## src/rtl/write_image.sv

```systemverilog
// write_image: accepts packed pixel words over valid/ready and unpacks them one pixel per cycle
// into an image buffer with a registered read port. Macro WRITE_IMAGE_CHECKSUM_EN adds a 16-bit pixel checksum.
module write_image #(
  parameter int PIX_W        = 8,
  parameter int PIX_PER_WORD = 8,
  parameter int IMG_PIXELS   = 16,
  parameter int ADDR_W       = $clog2(IMG_PIXELS)
) (
  input  logic                            clk,
  input  logic                            rst,
  input  logic                            start,
  input  logic                            in_valid,
  output logic                            in_ready,
  input  logic [PIX_W*PIX_PER_WORD-1:0]   in_data,
  input  logic [ADDR_W-1:0]               rd_addr,
  output logic [PIX_W-1:0]                rd_data,
  output logic                            busy,
  output logic                            done
`ifdef WRITE_IMAGE_CHECKSUM_EN
  ,
  output logic [15:0]                     checksum
`endif
);
  localparam int WORD_W = PIX_W * PIX_PER_WORD;
  localparam int CNT_W  = (PIX_PER_WORD > 1) ? $clog2(PIX_PER_WORD) : 1;
  localparam int DEPTH  = 1 << ADDR_W;

  if (IMG_PIXELS <= 0 || (IMG_PIXELS % PIX_PER_WORD) != 0 || IMG_PIXELS > DEPTH) begin : g_bad_cfg
    $error("write_image: IMG_PIXELS must be a nonzero multiple of PIX_PER_WORD addressable by ADDR_W");
  end

  typedef enum logic [1:0] {
    IDLE   = 2'd0,
    LOAD   = 2'd1,
    UNPACK = 2'd2,
    DONE   = 2'd3
  } state_t;

  state_t              state_q, state_d;
  logic [WORD_W-1:0]   shift_q, shift_d;
  logic [ADDR_W-1:0]   wr_ptr_q, wr_ptr_d;
  logic [CNT_W-1:0]    cnt_q, cnt_d;
  logic                in_ready_q, busy_q, done_q;
  logic [PIX_W-1:0]    rd_data_q;
  logic [PIX_W-1:0]    mem_q [DEPTH];
  logic                wr_en_s, last_pix_s, frame_end_s;

  assign last_pix_s  = (cnt_q == CNT_W'(PIX_PER_WORD - 1));
  // Compare one bit wider so a power-of-two frame size cannot alias to zero.
  assign frame_end_s = (({1'b0, wr_ptr_q} + (ADDR_W+1)'(1)) == (ADDR_W+1)'(IMG_PIXELS));

  // Next-state and datapath control.
  always_comb begin
    state_d  = state_q;
    shift_d  = shift_q;
    wr_ptr_d = wr_ptr_q;
    cnt_d    = cnt_q;
    wr_en_s  = 1'b0;
    case (state_q)
      IDLE, DONE: begin
        if (start) begin
          state_d  = LOAD;
          wr_ptr_d = '0;
        end else begin
          state_d  = state_q;
        end
      end
      LOAD: begin
        if (in_valid && in_ready_q) begin
          shift_d = in_data;
          cnt_d   = '0;
          state_d = UNPACK;
        end else begin
          state_d = LOAD;
        end
      end
      UNPACK: begin
        wr_en_s  = 1'b1;
        wr_ptr_d = wr_ptr_q + ADDR_W'(1);
        shift_d  = shift_q >> PIX_W;
        cnt_d    = cnt_q + CNT_W'(1);
        if (last_pix_s) begin
          state_d = frame_end_s ? DONE : LOAD;
        end else begin
          state_d = UNPACK;
        end
      end
      default: state_d = IDLE;
    endcase
  end

  // State, datapath and registered status outputs.
  always_ff @(posedge clk) begin
    if (rst) begin
      state_q    <= IDLE;
      shift_q    <= '0;
      wr_ptr_q   <= '0;
      cnt_q      <= '0;
      in_ready_q <= 1'b0;
      busy_q     <= 1'b0;
      done_q     <= 1'b0;
    end else begin
      state_q    <= state_d;
      shift_q    <= shift_d;
      wr_ptr_q   <= wr_ptr_d;
      cnt_q      <= cnt_d;
      in_ready_q <= (state_d == LOAD);
      busy_q     <= (state_d == LOAD) || (state_d == UNPACK);
      done_q     <= (state_d == DONE);
    end
  end

  // Buffer write port; contents survive reset, and a reset cycle blocks the write.
  always_ff @(posedge clk) begin
    if (wr_en_s && !rst) begin
      mem_q[wr_ptr_q] <= shift_q[PIX_W-1:0];
    end
  end

  // Registered read port; addresses past the frame read as zero.
  always_ff @(posedge clk) begin
    if (rst) begin
      rd_data_q <= '0;
    end else if ({1'b0, rd_addr} < (ADDR_W+1)'(IMG_PIXELS)) begin
      rd_data_q <= mem_q[rd_addr];
    end else begin
      rd_data_q <= '0;
    end
  end

`ifdef WRITE_IMAGE_CHECKSUM_EN
  logic [15:0] checksum_q, checksum_d;

  // Running sum of written pixels, restarted by an accepted start.
  always_comb begin
    checksum_d = checksum_q;
    if ((state_q == IDLE || state_q == DONE) && start) begin
      checksum_d = 16'd0;
    end else if (wr_en_s) begin
      checksum_d = checksum_q + 16'(shift_q[PIX_W-1:0]);
    end else begin
      checksum_d = checksum_q;
    end
  end

  // Checksum register.
  always_ff @(posedge clk) begin
    if (rst) begin
      checksum_q <= 16'd0;
    end else begin
      checksum_q <= checksum_d;
    end
  end

  assign checksum = checksum_q;
`endif

  assign in_ready = in_ready_q;
  assign busy     = busy_q;
  assign done     = done_q;
  assign rd_data  = rd_data_q;

endmodule

```

## config.mk

```make
export PLATFORM = sky130hd
export DESIGN_NAME = write_image
export DESIGN_NICKNAME = d
export VERILOG_FILES = /design/src/rtl/write_image.sv
export SDC_FILE = /design/constraint.sdc
export NUM_CORES = 1
export LEC_CHECK = 0
export CELL_PAD_IN_SITES_DETAIL_PLACEMENT = 1
export CELL_PAD_IN_SITES_GLOBAL_PLACEMENT = 2
export CORE_ASPECT_RATIO = 2
export CORE_MARGIN = 5
export CORE_UTILIZATION = 40
export DETAILED_ROUTE_END_ITERATION = 8
export GPL_TIMING_DRIVEN = 0
export PLACE_DENSITY_LB_ADDON = 0.12
export SETUP_SLACK_MARGIN = 0.02
export SLEW_MARGIN = 20
export SYNTH_ARGS = -nofsm -noshare
export SYNTH_HDL_FRONTEND = slang
export SYNTH_SLANG_ARGS = --single-unit
```

## constraint.sdc

```tcl
create_clock -name clk -period 2.1 [get_ports clk]
set_input_delay 0.315 -clock clk [delete_from_list [all_inputs] [get_ports clk]]
set_output_delay 0.315 -clock clk [all_outputs]
set_load 0.01 [all_outputs]
```

==> results.md, run 1 <==
* Status: complete, but fails checks
* Failing checks: setup timing
* Detailed placement HPWL at 17630 um
* Worst slew pin tran at 0.8084 ns
* Pwr/cell area at 1111 nW/um2
* Top Metal Used: met4
* Hold_buf cts at 0
* Startpoint Class: register
* Initial Utilization at 0.4057
* Pin count of the biggest net entering global routing at 18
* Worst Setup Slack, final at -0.02585 ns
* Max Root-Sink Buffers at 3
* CP arrival at 2.25 ns
* Max_slew headroom at 0.4603
* Met3 WL at 764 um
* Fmax at 470.4 MHz
* Vias in the first global route at 6220
* Peak VDD IR at 699.2 uV
* P_leak at 0.003655 uW
* Wire length on met2 at 14030 um
* Share of cells above drive strength 1 at 0.1442
* Critical path's largest stage delay at 0.56 ns
* HP Class: in2reg
* GP Congestion at 0.7979
* # rows at 76
* IO Pins at 83
* Root Buffer: clkbuf_16
* RSZ-0062 raised after global routing: true
* Core area at 21490 um2
* Worst Path Buf+Inv at 1
* Maxcap violations at 0
* Via count at 5525
* Period utilisation layout at 1.012
* Maximum net fanout on the critical path at 10
* Crit path max-delay family: simple AND/OR/NAND/NOR gates
* Setup WS pre-CTS at -0.5935 ns
* Drt initial violations at 187
* Synth warnings at 0
* GRT Overall Usage at 0.1877
* WL per Instance at 22.37 um
* ANT cells at 0
* Port bufs at 82
* # H-tree levels at 1
* TritonCTS Buffers at 20
* Crit end category: register
* Nets at 830
* Routed wire length at 23170 um
* TritonCTS clock tree: yes
* Final Hold Vio Count at 0
* Clock latency on the worst-skew pair at 0.50 ns
* Global-route wire length before repair at 35050 um
* Clock sink total at 212
* Vias per inst at 5.333
* Drt first pass iters at 4
* Clock transition at path regs at 0.06 ns
* Minimum clock period at 2.126 ns
* GRT overflow at 0
* Metal1 wirelength at 7192 um
* Die ar. at 25030 um2
* Critical Path Slowest Stage Cell: nor2_2
* Yosys reg bits at 212
* Post-synthesis sequential area ratio at 0.6337
* Mapped Cells at 642
* Area delta synth->final at 23.22%
* Syn_area_per_cell at 13.58 um2
* Synthesized cell area at 8720 um2
* Final hold slack at 0.4416 ns
* Antenna violations before repair at 0
* Final setup skew at 0.01211 ns
* Detail Route Antenna Nets at 0
* Critical path, cell by cell: buf_1 -> nand2b_1 -> nor2_2
* Final setup vio count at 8
* Die Wd at 114.4 um
* Drc violations at 0
* Net count after synthesis at 723
* Critical Path RT at 2.23 ns
* Die H at 218.8 um
* Pins Over Slew Limit at 0
* Final core utilization at 0.4999
* Crit path kind: reg2reg
* Post-synth cell types at 33
cells in the final DEF, fill, tap and decap left out, drive strengths merged:
cell type	Yosys	routed
a21oi	7	7
a32oi	1	1
nand3	11	11
inv	5	5
clkdlybuf4s50	0	82
o21a	1	1
nor3b	2	2
a21bo	1	1
mux4	7	7
nor2b	4	4
a211oi	58	58
clkinv	0	5
a22oi	35	35
and2	3	3
nand2	18	18
clkinvlp	0	3
nor3	5	5
nand2b	14	14
o21ai	13	13
buf	33	37
clkbuf	9	32
dfxtp	84	84
ha	9	9
nor2	87	87
edfxtp	128	128
mux2i	107	107
bufinv	0	4
routing by layer:
metal,GRT usage,up-vias
li1,-,2616
met1,0.1638,2732
met2,0.3897,130
met3,0.02373,47
met4,0.09948,0
met5,0,-
synthesized netlist by cell type:
cell / count / area [um2]
nor3b_1: 2 / 15.01
inv_1: 4 / 15.01
nor2b_1: 3 / 18.77
mux2i_1: 107 / 1071
buf_6: 6 / 67.56
buf_1: 1 / 3.750
a21oi_1: 6 / 30.03
mux4_2: 5 / 112.6
buf_12: 2 / 40.04
a211oi_1: 38 / 285.3
nor2b_2: 1 / 8.760
a22oi_1: 35 / 262.8
nor3_1: 5 / 25.02
nand2b_1: 14 / 87.58
a21bo_2: 1 / 10.01
o21a_1: 1 / 7.510
nand2_1: 18 / 67.56
o21ai_0: 5 / 25.02
dfxtp_1: 84 / 1682
buf_2: 20 / 100.1
a211oi_2: 20 / 250.2
clkbuf_1: 9 / 33.78
mux4_1: 2 / 52.55
nand3_1: 11 / 55.05
nor2_1: 87 / 326.6
buf_4: 4 / 30.03
ha_1: 9 / 112.6
edfxtp_1: 128 / 3844
a32oi_1: 1 / 8.760
inv_2: 1 / 3.750
a21oi_2: 1 / 8.760
o21ai_1: 8 / 40.04
and2_1: 3 / 18.77
sequential cells by signal (all words and copies together), names as in the netlist:
name	cells
wr_ptr_q	4
done	1
state_q	2
in_ready	1
cnt_q	3
busy	1
shift_q	64
rd_data	8
mem_q	128
through the flow:
stage	instances	TNS [ns]	power [uW]	cell area, um2
finish	1036	-0.1577	11930	10740
global route	1036	-5.382	12530	10740
CTS	1033	-10.19	12080	10610
detailed placement	997	-72.46	8231	9902
global placement	997	-68.90	8096	9882
floorplan	642	0	7239	8720
path summary, 6_finish.rpt:
kind	depth (start not counted)	from	end	slack, ns
max	3	wr_ptr_q[3]	mem_q[11][5]	-0.03
min	3	in_data[58]	shift_q[58]	0.44
max reg2reg	3	wr_ptr_q[3]	mem_q[11][5]	-0.03
min reg2reg	2	shift_q[21]	shift_q[21]	0.50
timing repair:
item,4_1_cts,5_1_grt
setup endpoints to repair,128,112
setup buffers,0,3
pin swaps,0,4
gates resized for setup,4,21
layout make-up:
cell class,count,area (um2)
Tap cell,273,341.6
Sequential cell,212,5525
Inverter,5,18.77
Clock buffer,24,536.8
Timing Repair Buffer,85,880.8
Clock inverter,12,160.2
Multi-Input combinational cell,383,3004
Fill cell,2239,10750
Buffer,42,276.5
power by group:
part	switching (uW)	internal, uW
logic	1420	1130
clock network	1520	2320
registers	488	5070
total	3430	8510
logic make-up (layout without fill, tap and decap cells):
logic type / count (synthesis) / in the layout / synth area share
flops: 212 / 212 / 0.6337
simple gates: 144 / 144 / 0.07146
compound gates: 116 / 116 / 0.1065
mux: 114 / 114 / 0.1418
buf+inv: 47 / 168 / 0.03372
fa+ha+maj: 9 / 9 / 0.01291
tightest hold or removal path, cell delays in order:
cell and delay [ns]:
clkdlybuf4s50_1 0.45, a22oi_1 0.06, nor2_1 0.07
No activity file was read; power rests on OpenSTA's default activity.
==> run 2: changes to the inputs <==
- CORE_UTILIZATION: 40 -> 43
- clock period: 2.1 -> 2.6 ns (I/O delays scaled with it)
==> results.md, run 2 (synthesis gave the netlist of run 1 again) <==
* Status: completed (was complete, but fails checks)
* Drt initial violations at 219 (was 187)
* Pwr/cell area at 911.3 nW/um2 (was 1111 nW/um2)
* Die H at 211.4 um (was 218.8 um)
* Drc violations at 0 (unchanged)
* GP Congestion at 0.8705 (was 0.7979)
* Crit path max-delay family: simple AND/OR/NAND/NOR gates (unchanged)
* Critical path, cell by cell: inv_1 -> ha_1 -> inv_2 -> nor2_1 -> nand2_1 -> nor2_1 (was buf_1 -> nand2b_1 -> nor2_2)
* IO Pins at 83 (unchanged)
* Detail Route Antenna Nets at 0 (unchanged)
* Crit end category: register (unchanged)
* Worst slew pin tran at 0.9756 ns (was 0.8084 ns)
* Die Wd at 110.7 um (was 114.4 um)
* Area delta synth->final at 21.41% (was 23.22%)
* Root Buffer: clkbuf_16 (unchanged)
* Hold Crit Depth at 2 (was 3)
* Cts repair resizes at 0 (was 4)
* RSZ-0062 raised after global routing: false (was true)
* Minimum clock period at 2.280 ns (was 2.126 ns)
* Final Hold Vio Count at 0 (unchanged)
* Pins Over Slew Limit at 0 (unchanged)
* GRT Overall Usage at 0.2019 (was 0.1877)
* Hold_buf cts at 0 (unchanged)
* Setup bufs post-CTS at 0 (unchanged)
* Core area at 19910 um2 (was 21490 um2)
* Crit path kind: reg2reg (unchanged)
* Most frequent cells in the layout: edfxtp_1 (128), mux2i_1 (107), nor2_1 (87), dfxtp_1 (84), clkdlybuf4s50_1 (82) (was edfxtp_1 (128), mux2i_1 (107), dfxtp_1 (84), clkdlybuf4s50_1 (82), nor2_1 (75))
* Initial Utilization at 0.4379 (was 0.4057)
* Clock transition at path regs at 0.07 ns (was 0.06 ns)
* WL per Instance at 23.18 um (was 22.37 um)
* Clock sink total at 212 (unchanged)
* Final setup vio count at 0 (was 8)
* Share of cells above drive strength 1 at 0.1263 (was 0.1442)
* Global-route wire length before repair at 35910 um (was 35050 um)
* Commonest non-fill, non-tap cell in the layout: edfxtp_1 (unchanged)
* Vias per inst at 5.412 (was 5.333)
* FF-to-FF path depth at 6 (was 3)
* Via count at 5531 (was 5525)
* GRT overflow at 0 (unchanged)
* Max FFs per register at 128 (unchanged)
* P_leak at 0.003648 uW (was 0.003655 uW)
* Final setup skew at 0.01120 ns (was 0.01211 ns)
* Max Root-Sink Buffers at 3 (unchanged)
* HP Class: reg2reg (was in2reg)
* Routed wire length at 23690 um (was 23170 um)
* # rows at 73 (was 76)
* Sum of negative setup slack at 0 ns (was -0.1577 ns)
* Port bufs at 82 (unchanged)
* Fmax at 438.6 MHz (was 470.4 MHz)
* Peak VDD IR at 648.6 uV (was 699.2 uV)
* Critical path's largest stage delay at 0.78 ns (was 0.56 ns)
* Critical Path Slowest Stage Cell: nor2_1 (was nor2_2)
* TritonCTS Buffers at 20 (unchanged)
* Worst Path Buf+Inv at 2 (was 1)
* Top reg by flops: mem_q (unchanged)
* Clock latency on the worst-skew pair at 0.50 ns (about the same)
* ANT cells at 0 (unchanged)
* Maxcap violations at 0 (unchanged)
* Antenna violations before repair at 0 (unchanged)
* Pin count of the biggest net entering global routing at 18 (unchanged)
* TritonCTS clock tree: yes (unchanged)
* Final core utilization at 0.5317 (was 0.4999)
* Cell mode on critical path: nor2_1
* Maximum net fanout on the critical path at 8 (was 10)
* Detailed placement HPWL at 18010 um (was 17630 um)
* Nets at 827 (was 830)
* CP arrival at 2.40 ns (was 2.25 ns)
* # H-tree levels at 1 (unchanged)
* Critical Path RT at 2.72 ns (was 2.23 ns)
* Die ar. at 23400 um2 (was 25030 um2)
* Startpoint Class: register (unchanged)
* Period utilisation layout at 0.8768 (was 1.012)
* Drt first pass iters at 4 (unchanged)
* Vias in the first global route at 6357 (was 6220)
* Stages on worst setup path at 6 (was 3)
* Max_slew headroom at 0.3472 (was 0.4603)
[run 2: cell count changes in the layout (fill, tap and decap cells not counted), sizes merged]
cell	previous run	this run
clkbuf	32	35
clkinvlp	3	2
buf	37	33
clkinv	5	4
inv	5	6
bufinv	4	3
[run 2: area by class of cell]
class                   count  area, um2
plain buffers              42      275.3
inverters                   5      18.77
well taps                 262      327.8
clock buffers              26      555.5
fillers                  2078       9325
multi-input cells         383       2920
repair buffers             82      820.8
flip-flops and latches    212       5525
clock inverters            10      142.6
[run 2: per-layer routing]
| metal | wire, um | up-vias | GRT usage |
|---|---|---|---|
| met4 | 1370 | 0 | 0.1207 |
| met1 | 7076 | 2723 | 0.1686 |
| met5 | 0 | - | 0 |
| met2 | 14540 | 129 | 0.4274 |
| met3 | 701 | 52 | 0.02803 |
| li1 | - | 2627 | - |
[run 2: per-stage QoR]
step	instance area (um2)	hold slack, ns	std cells	power, uW	worst slack [ns]
final	10590	0.5032	1022	9647	0.3202
after global routing	10590	0.5306	1022	10130	0.1817
after CTS	10570	0.5050	1022	9776	0.02044
after detailed placement	9868	0.4957	986	6664	-0.4316
after global placement	9868	0.4914	986	6547	-0.2472
after floorplan	8720	0.4769	642	5847	0.7318
[run 2: path summary, 6_finish.rpt]
check         startpoint            to  slack (ns)
min          shift_q[14]   shift_q[14]        0.50
max reg2reg   state_q[0]  mem_q[12][3]        0.32
min reg2reg  shift_q[14]   shift_q[14]        0.50
max           state_q[0]  mem_q[12][3]        0.32
[run 2: where the power goes]
part / total, uW / internal, uW / switching [uW]
clock: 3090 / 1830 / 1270
sequential: 4500 / 4090 / 407
combinational: 2060 / 892 / 1160
[run 2: tightest hold or removal path, delay by kind of cell, from the launching register on]
| kind | cells | cell delay [ns] |
|---|---|---|
| simple gates | 1 | 0.10 |
| flops | 1 | 0.31 |
| compound gates | 1 | 0.05 |
